## config.mk

```make
export PLATFORM = sky130hd
export DESIGN_NAME = uart_tx_cfg
export DESIGN_NICKNAME = d
export VERILOG_FILES = /design/src/rtl/uart_tx_cfg.sv
export SDC_FILE = /design/constraint.sdc
export NUM_CORES = 1
export LEC_CHECK = 0
export ABC_AREA = 1
export BUFFER_PORTS_ARGS = -buffer_cell sky130_fd_sc_hd__buf_4
export CAP_MARGIN = 20
export CORE_MARGIN = 3
export CORE_UTILIZATION = 25
export DETAILED_ROUTE_END_ITERATION = 16
export SETUP_SLACK_MARGIN = 0.02
export SYNTH_ARGS = -nofsm -noshare
export SYNTH_HDL_FRONTEND = slang
export SYNTH_SLANG_ARGS = --single-unit
```

## constraint.sdc

```tcl
create_clock -name clk -period 2.43 [get_ports clk]
set_input_delay 0 -clock clk [delete_from_list [all_inputs] [get_ports clk]]
set_output_delay 0 -clock clk [all_outputs]
set_load 0.05 [all_outputs]
```

## src/rtl/uart_tx_cfg.sv

```systemverilog
// Per-frame configurable UART transmitter (5..DBITS_MAX data, N/E/O parity, 1/1.5/2 stop), LSB first, tx registered.
// tx falls one clk after a word is accepted into an idle block; din_ready stays low while the one-word hold register is full.
module uart_tx_cfg #(
   parameter int DBITS_MAX = 9,
   parameter int OVS       = 16
) (
   input  logic                 clk,
   input  logic                 areset,
   input  logic                 s_tick,
   input  logic [DBITS_MAX-1:0] din,
   input  logic                 din_valid,
   output logic                 din_ready,
   input  logic [3:0]           cfg_dbits,
   input  logic [1:0]           cfg_parity,
   input  logic [1:0]           cfg_stop,
   output logic                 tx,
   output logic                 busy,
   output logic                 frame_done
);
   localparam int              CW       = $clog2(2*OVS);
   localparam logic [3:0]      DMAX     = 4'(DBITS_MAX);
   localparam logic [CW-1:0]   BIT_TERM = CW'(OVS-1);

   typedef enum logic [2:0] {IDLE, START, DATA, PARITY, STOP} state_t;

   state_t               state, state_nx;
   logic [DBITS_MAX-1:0] hold, shift, shift_nx;
   logic                 hold_valid, hold_valid_nx;
   logic [CW-1:0]        s_cnt, s_term, stop_term_cfg, stop_term_l;
   logic [3:0]           dbits_cfg, dbits_l, bit_cnt;
   logic                 par_en_l, par_odd_l, par_acc, par_nx;
   logic                 accept, load, bit_end, last_data, tx_d;

   // Frame format as it would be latched at the next frame load
   always_comb begin
      dbits_cfg = cfg_dbits;
      if (cfg_dbits < 4'd5)
         dbits_cfg = 4'd5;
      else if (cfg_dbits > DMAX)
         dbits_cfg = DMAX;
      case (cfg_stop)
         2'b00:   stop_term_cfg = CW'(OVS-1);
         2'b01:   stop_term_cfg = CW'(3*OVS/2-1);
         default: stop_term_cfg = CW'(2*OVS-1);
      endcase
   end

   assign s_term        = (state == STOP) ? stop_term_l : BIT_TERM;
   assign bit_end       = s_tick && (s_cnt == s_term) && (state != IDLE);
   assign last_data     = (bit_cnt == dbits_l - 4'd1);
   assign load          = hold_valid && ((state == IDLE) || ((state == STOP) && bit_end));
   assign accept        = din_valid && din_ready;
   assign hold_valid_nx = accept ? 1'b1 : (load ? 1'b0 : hold_valid);
   assign busy          = (state != IDLE) || hold_valid;

   always_ff @(posedge clk or negedge areset) begin
      if (!areset)
         state <= IDLE;
      else
         state <= state_nx;
   end

   always_comb begin
      state_nx = state;
      case (state)
         IDLE:    if (load) state_nx = START;
         START:   if (bit_end) state_nx = DATA;
         DATA:    if (bit_end && last_data) state_nx = par_en_l ? PARITY : STOP;
         PARITY:  if (bit_end) state_nx = STOP;
         STOP:    if (bit_end) state_nx = load ? START : IDLE;
         default: state_nx = IDLE;
      endcase
   end

   // tx is registered from the next-cycle view so it changes on the same edge as the state
   always_comb begin
      shift_nx = shift;
      par_nx   = par_acc;
      if (load) begin
         shift_nx = hold;
         par_nx   = 1'b0;
      end else if ((state == DATA) && bit_end) begin
         shift_nx = shift >> 1;
         par_nx   = par_acc ^ shift[0];
      end
      case (state_nx)
         START:   tx_d = 1'b0;
         DATA:    tx_d = shift_nx[0];
         PARITY:  tx_d = par_nx ^ par_odd_l;
         default: tx_d = 1'b1;
      endcase
   end

   always_ff @(posedge clk or negedge areset) begin
      if (!areset) begin
         hold        <= '0;
         hold_valid  <= 1'b0;
         din_ready   <= 1'b1;
         shift       <= '0;
         par_acc     <= 1'b0;
         s_cnt       <= '0;
         bit_cnt     <= '0;
         dbits_l     <= 4'd5;
         par_en_l    <= 1'b0;
         par_odd_l   <= 1'b0;
         stop_term_l <= BIT_TERM;
         tx          <= 1'b1;
         frame_done  <= 1'b0;
      end else begin
         if (accept)
            hold <= din;
         hold_valid <= hold_valid_nx;
         din_ready  <= !hold_valid_nx;
         shift      <= shift_nx;
         par_acc    <= par_nx;
         tx         <= tx_d;
         frame_done <= (state == STOP) && bit_end;
         if (load || bit_end)
            s_cnt <= '0;
         else if ((state != IDLE) && s_tick)
            s_cnt <= s_cnt + 1'b1;
         if (load)
            bit_cnt <= '0;
         else if ((state == DATA) && bit_end)
            bit_cnt <= bit_cnt + 4'd1;
         if (load) begin
            dbits_l     <= dbits_cfg;
            par_en_l    <= (cfg_parity == 2'b01) || (cfg_parity == 2'b10);
            par_odd_l   <= (cfg_parity == 2'b10);
            stop_term_l <= stop_term_cfg;
         end
      end
   end
endmodule

```

==> metrics.txt, run 1 <==
outcome=finished clean; Critical Path AT=2.33 ns; Area Growth Syn to Fin=23.3%; Clock Latency Late Sink=0.29 ns; # diodes=0; Yosys reg bits=43; maxcap violations=0; Worst EP required=2.63 ns; Syn Nets=284; CTS tree=done; drt pass-1 iters=4; Post-synth EDFFs=0; total gr overflow=0; final net count=325; Critical Path Fanout Max=14; row cnt=33; max_slew headroom=0.634; total core area=8420 sq um; Multi-input gate area=980 sq um; Num CTS Buffers=5; Final TNS setup=0 ns; Ports=25; xor-xnor portion of the synthesized cell area=0.0275; Reg2Reg Depth=9; post-synth cell types=34; Max clock buf depth=2; antenna-violating nets left=0; main combinational cell family by area after synthesis=simple AND/OR/NAND/NOR gates; Ys Warns=0; final wirelength=4430 um; Max stage delay on crit path=0.46 ns; DRC Markers=0; antenna violations before repair=0; vias in the first global route=1813; Core Util, Final=0.326; Via density=4.36; Max rail drop VDD=0.614 mV; Die Area=10100 sq um; die extent in x=100 um; clk root buf=clkbuf_8; Fmax=471 MHz; Cells after Synth=259; Chip Height=100 um; WHS Path Cells=3; final setup violation count=0; global-route wire length before repair=8180 um; Power Density=1010 nW/um^2; CP startpoint=state[0]; largest net degree at the start of global routing=44; reg-to-reg endpoint=dbits_l[0]; mapped cell area=2230 sq um; Hold Path Class=in -> reg; Worst-path clk slew=0.08 ns; number of setup buffers added after CTS=0; post-synthesis adder-cell area fraction=0.0225; R2R setup slack=0.31 ns; Reg area=1080 sq um; sequential share of the synthesized area=0.486; Tot GR Track Use=0.0994; mux share of post-synthesis cell area=0.0354; dominant cell by count in the synthesized netlist=nand2_1; DR iter-0 viols=68; Commonest cells post-synth=nand2_1 (76), dfrtp_1 (38), inv_1 (31), nand3_1 (25), nor2_1 (18); Least-Margin Pin Slew=0.550 ns; htree depth=2; Pins Over Slew Limit=0; layout cells sized above 1=0.209; Mapped Avg Cell Area=8.60 sq um; Final Skew=0.00920 ns; sink count of the clock tree=43; Setup crit end=dbits_l[0]; simple-gate portion of the synthesized area=0.294; crit end category=register; Hold Vio Cnt, Final=0; routability cong.=0.794; critical path class=reg -> reg; Synth top area share=0.427; Period Utilization, post-route=0.874; Yosys top cell by area=dfrtp_1; drt wl/cell=10.9 um; CP max stage cell=dfrtp_1; Min Clock Period, post-route=2.12 ns; CP startpoint kind=register; Synth area leaders=dfrtp_1 (43%), nand2_1 (13%), dfstp_2 (5.9%); Critical Path, Cell by Cell=nor2_4, nand3_1, nand2_1, nand3_1, nor2_8, nand2_4, a21oi_4, nand2_1, o211ai_1; P_leak=1.43 nW; Starting Density=0.264; RSZ-0062 raised after global routing=no; Async SR Flop Fraction=1.00; Synth Area in Compound Gates=0.0601; Via Count=1771; filler instances=920; HPWL after DPL=3160 um; # port buffers=24; Synth Flop Type=dfrtp_1; RR Startpoint=state[0]
[critical path, delay by kind of cell (launching register included)]
family	cells	cell delay [ns]
AND/OR/NAND/NOR	7	0.96
flip-flops	1	0.46
AO/OA/AOI/OAI	2	0.60
[worst min path at each step]
| stage | from | endpoint | slack [ns] |
|---|---|---|---|
| 2_1_floorplan | areset | bit_cnt[0] | -0.30 |
| 3_3_place_gp | areset | bit_cnt[3] | 0.03 |
| 3_5_place_dp | areset | bit_cnt[3] | 0.04 |
| 4_1_cts | cfg_parity[1] | par_en_l | 0.008 |
| 5_1_grt | s_tick | s_cnt[1] | 0.04 |
| 6_report | cfg_parity[1] | par_en_l | 0.008 |
[routing by layer]
layer	vias to the layer above	GRT usage	wire length (um)
li1	899	-	-
met4	0	0.0218	31
met2	34	0.153	1890
met5	-	0	0
met3	2	0.0257	191
met1	836	0.141	2310
[what timing repair did]
action / CTS / global route
endpoints found under the hold margin: 50 / 0
hold buffers: 13 / 0
gates resized for setup: 0 / 0
[cell usage in the layout (no fill, tap or decap), drive strengths merged, types with 2 or more instances in the layout]
master / n
nand2: 83
dfrtp: 38
inv: 35
nand3: 27
buf: 25
nor2: 20
dlygate4sd3: 13
a21oi: 8
mux2: 7
o21ai: 7
xor2: 6
clkbuf: 6
dfstp: 5
nand4: 4
ha: 4
nand3b: 2
nor3: 2
clkinv: 2
o211ai: 2
[flip-flops by register name (all words and copies together), names as in the netlist, 2 cells and up]
name	count
bit_cnt	4
state	3
s_cnt	5
hold	9
dbits_l	4
shift	9
stop_term_l	2
[kinds of logic (layout without fill, tap and decap cells)]
kind of cell	Yosys count	in the layout
xor+xnor	7	7
buf+inv	40	82
flops	43	43
compound gates	20	20
simple gates	138	138
fa+ha+maj	4	4
mux	7	7
[power by group]
part | switching [mW] | total [mW] | internal, mW
clock | 0.250 | 0.483 | 0.232
sequential | 0.211 | 1.26 | 1.05
combinational | 0.603 | 1.03 | 0.423
[per-stage QoR]
stage	setup slack [ns]	instance area, sq um	std cells	power [mW]	hold slack, ns
global placement	0.321	2520	385	2.26	0.0291
global route	0.133	2750	406	3.03	0.0369
finish	0.306	2750	406	2.77	0.00763
CTS	0.277	2750	406	2.80	0.00784
floorplan	0.697	2230	259	2.04	-0.296
detailed placement	0.329	2520	385	2.29	0.0351
[final cells by class]
cell class / count / share of cell area
sequential: 43 / 0.394
multi-input combinational: 176 / 0.357
timing repair buffer: 38 / 0.116
inverter: 36 / 0.0492
tap: 105 / 0.0479
clock buffer: 6 / 0.0301
clock inverter: 2 / 0.00593
No activity file was read; power rests on OpenSTA's default activity.
==> run 2: changes to the inputs <==
- REMOVE_ABC_BUFFERS: unset -> 1
- clock period: 2.43 -> 2.02 ns (I/O delays scaled with it)
==> metrics.txt, run 2 (same netlist as run 1, synthesis figures left out) <==
Chip Height=100 um; # diodes=0; CTS tree=done; Max rail drop VDD=0.597 mV; global-route wire length before repair=7730 um; HPWL after DPL=3290 um; Fmax=538 MHz; RSZ-0062 raised after global routing=yes; DR iter-0 viols=87; RR Startpoint=dbits_l[0]; P_leak=1.49 nW; CP bufs+invs=3; wire length on met3=151 um; row cnt=33; Core Util, Final=0.341; antenna-violating nets left=0; maxcap violations=0; Top Family by Delay on Critical Path=simple AND/OR/NAND/NOR gates; max_slew headroom=0.640; Least-Margin Pin Slew=0.540 ns; Clock Latency Late Sink=0.30 ns; largest net degree at the start of global routing=44; final wirelength=4460 um; crit end category=register; most frequent cells in the layout=nand2_1 (72), dfrtp_1 (38), buf_4 (37); Period Utilization, post-route=0.921; sink count of the clock tree=43; critical path class=reg -> reg; Final Skew=0.00857 ns; DRC Markers=0; Num CTS Buffers=5; CP startpoint=dbits_l[0]; Worst-path clk slew=0.09 ns; Critical Path, Cell by Cell=inv_2, ha_4, inv_2, nand2_1, nand2_1, nor2_1, nand3_1, nor2_2, nand3b_1, nand2_1, nand2_2, nand2_2, inv_2, nand2_2, nand2_2; uppermost layer routed=met4; drt wl/cell=10.7 um; outcome=finished clean; Via Count=1775; final setup violation count=0; antenna violations before repair=0; Via density=4.25; total power=3.50 mW; Worst EP required=2.25 ns; die extent in x=100 um; fin cells=418; Starting Density=0.264; commonest non-fill, non-tap cell in the layout=nand2_1; Power Density=1220 nW/um^2; htree depth=2; Top cell by count, worst path=nand2_2; Area Growth Syn to Fin=28.9%; Largest regs=hold x9, shift x9, s_cnt x5; Worst Hold Launch=cfg_parity[1]; Met2 Routed Length=2020 um; total gr overflow=0; Tot GR Track Use=0.0953; vias in the first global route=1669; CP startpoint kind=register; Met1 Wirelength=2220 um; Placed Instances=391; Hold Path Class=in -> reg; clk root buf=clkbuf_8; Pins Over Slew Limit=0; Critical Path AT=2.09 ns; Die Area=10100 sq um; Hold Vio Cnt, Final=0; Critical Path Fanout Max=3; final net count=337; Ports=25; Min Clock Period, post-route=1.86 ns; drt pass-1 iters=4; CP max stage cell=dfstp_2; routability cong.=0.863; total core area=8420 sq um; layout cells sized above 1=0.275; # port buffers=24; Max stage delay on crit path=0.55 ns; Max clock buf depth=2
==> run 2: cell count changes in the layout (fill, tap and decap cells not counted), sizes merged <==
cell,before,now
inv,35,36
buf,25,37
clkinv,2,1
==> run 2: where the power goes <==
part | switching [mW] | internal, mW | total [mW]
sequential | 0.252 | 1.26 | 1.51
clock | 0.318 | 0.279 | 0.597
combinational | 0.778 | 0.616 | 1.39
==> run 2: cell type report <==
class | instances | area [sq um]
inverters | 36 | 135
fillers | 908 | 5550
repair buffers | 50 | 408
multi-input cells | 176 | 1010
clock inverters | 2 | 16.3
clock buffers | 6 | 82.6
well taps | 105 | 131
flip-flops and latches | 43 | 1080
==> run 2: worst paths after layout <==
kind                            cells past startpoint          to  slack [ns]
worst min-delay path                                3    par_en_l       0.006
worst min register to register                      2    shift[5]        0.49
worst max register to register                     15          tx        0.16
min in group asynchronous                           2  bit_cnt[2]        0.23
max in group asynchronous                           2   din_ready        1.41
worst max-delay path                               15          tx        0.16
==> run 2: tightest hold or removal path, stage by stage <==
cell and delay, ns:
buf_4 0.08, ha_1 0.12, o21ai_1 0.06
==> run 2: metrics by stage <==
stage	setup TNS, ns	setup slack [ns]	cell area [sq um]	hold slack [ns]
2_1_floorplan	0	0.261	2200	-0.296
3_3_place_gp	-0.000516	-0.000516	2560	0.0298
3_5_place_dp	-0.00748	-0.00748	2560	0.0291
4_1_cts	0	0.0476	2800	0.00700
5_1_grt	-0.00429	-0.00429	2870	0.0189
6_report	0	0.161	2870	0.00641
==> run 2: per-layer routing <==
metal / track usage / up-vias
met3: 0.0229 / 6
met5: 0 / -
met1: 0.127 / 821
met4: 0.0373 / 0
li1: - / 923
met2: 0.149 / 25
==> run 2: repair_timing <==
action	in CTS	in global routing
endpoints found under the setup margin	1	15
hold buffers	13	0
gates cloned	0	0
setup buffers	1	5
endpoints found under the hold margin	50	0
pin swaps	1	10
gates resized for setup	2	9
==> run 3: changes to the inputs <==
- CELL_PAD_IN_SITES_DETAIL_PLACEMENT: unset -> 1
- CELL_PAD_IN_SITES_GLOBAL_PLACEMENT: unset -> 1
- PLACE_DENSITY_LB_ADDON: unset -> 0.1
==> metrics.txt, run 3 (same netlist as run 1, synthesis figures left out) <==
DR iter-0 viols=36; # diodes=0; Area Growth Syn to Fin=32.0%; Fmax=537 MHz; Core Util, Final=0.349; Max rail drop VDD=0.509 mV; Clk pwr share=0.186; R2R setup slack=0.16 ns; Multi-input gate area=1040 sq um; Placed Instances=393; Worst EP required=2.26 ns; antenna violations before repair=0; Top Family by Delay on Critical Path=simple AND/OR/NAND/NOR gates; Die Area=10100 sq um; vias in the first global route=1909; Final Skew=0.00577 ns; Top cell by count, worst path=nand2_1; largest net degree at the start of global routing=44; max_slew headroom=0.605; commonest non-fill, non-tap cell in the layout=nand2_1; drt wl/cell=12.9 um; Comb pwr share=0.404; Power Density=1270 nW/um^2; Design Area, Final=2940 sq um; Hold WS=0.0204 ns; placed cell areas=2580 sq um; final setup violation count=0; routability cong.=0.755; outcome=finished clean; final net count=339; DRC Markers=0; Pins Over Slew Limit=0; final wirelength=5430 um; crit end category=register; Chip Height=100 um; global-route wire length before repair=9450 um; HPWL after DPL=3930 um; Num CTS Buffers=5; CP bufs+invs=3; Worst-path clk slew=0.09 ns; Tot GR Track Use=0.119; Critical Path, Cell by Cell=inv_4, ha_4, inv_2, nand2_1, nand2_1, nor2_2, nand3_2, nor2_4, nand3b_1, nand2_1, nand2_2, nand2_2, inv_2, nand2_2, nand2_1; Pint=2.28 mW; Least-Margin Pin Slew=0.593 ns; sw power=1.44 mW; row cnt=33; Critical Path Fanout Max=3; RSZ-0062 raised after global routing=yes; # port buffers=24; fin cells=420; Via density=4.35; Min Clock Period, post-route=1.86 ns; maxcap violations=0; die extent in x=100 um; CP startpoint kind=register; Starting Density=0.264; Clock Latency Late Sink=0.30 ns; Critical Path AT=2.10 ns; CP max stage cell=dfstp_2; antenna-violating nets left=0; total core area=8420 sq um; layout cells sized above 1=0.286; sequential power share=0.410; Ports=25; sink count of the clock tree=43; filler instances=1021; Reg area=1080 sq um; Largest regs=hold x9, shift x9, s_cnt x5; Hold Path Class=in -> reg; sw frac=0.387; CTS tree=done; most frequent cells in the layout=nand2_1 (72), dfrtp_1 (37), buf_4 (37); Via Count=1827; total gr overflow=0; clk root buf=clkbuf_8; htree depth=2; Hold Vio Cnt, Final=0; Max clock buf depth=2; P_leak=1.51 nW; Period Utilization, post-route=0.922; critical path class=reg -> reg; Final TNS setup=0 ns; drt pass-1 iters=4; Max stage delay on crit path=0.57 ns
run 3: layout make-up:
| cell class | count | area share |
|---|---|---|
| inverter | 36 | 0.0468 |
| clock buffer | 5 | 0.0234 |
| tap | 105 | 0.0447 |
| timing repair buffer | 52 | 0.149 |
| sequential | 43 | 0.369 |
| multi-input combinational | 176 | 0.352 |
| clock inverter | 3 | 0.0149 |
run 3: worst min-delay path: stages:
cell and delay, ns:
buf_4 0.08, nand3_1 0.07, nand2_1 0.09, o211ai_1 0.08
run 3: power by group through the flow:
stage          clock network [mW]  registers (mW)  logic, mW
4_1_cts                     0.721            1.52       1.42
5_1_grt                     0.760            1.59       1.73
2_1_floorplan                   0            1.53      0.899
3_3_place_gp                    0            1.54       1.30
6_report                    0.692            1.53       1.50
3_5_place_dp                    0            1.54       1.31
run 3: worst paths after layout:
check	depth (start not counted)	from	endpoint
setup reg to reg	15	dbits_l[0]	tx
min in group asynchronous	2	areset	s_cnt[4]
hold / removal	4	cfg_dbits[1]	dbits_l[0]
hold reg to reg	2	shift[4]	shift[4]
setup / recovery	15	dbits_l[0]	tx
max in group asynchronous	2	areset	state[0]
run 3: routing by layer:
metal  up-vias  global-route usage  part of all wire
met5         -                   0                 0
met4         0              0.0466             0.016
met3         7              0.0188             0.026
met2        22               0.177              0.44
met1       871               0.173              0.51
li1        927                   -                 -
run 3: per-stage QoR:
step | setup slack [ns] | power, mW
after floorplan | 0.261 | 2.43
after global placement | -0.0968 | 2.83
after detailed placement | -0.121 | 2.85
after CTS | 0.0223 | 3.66
after global routing | -0.0335 | 4.07
final | 0.157 | 3.72
run 3: repair_timing:
item	4_1_cts	5_1_grt
hold buffers	14	0
pin swaps	6	10
endpoints found under the hold margin	51	0
gates resized for setup	4	13
endpoints found under the setup margin	1	17
buffers inserted	3	2
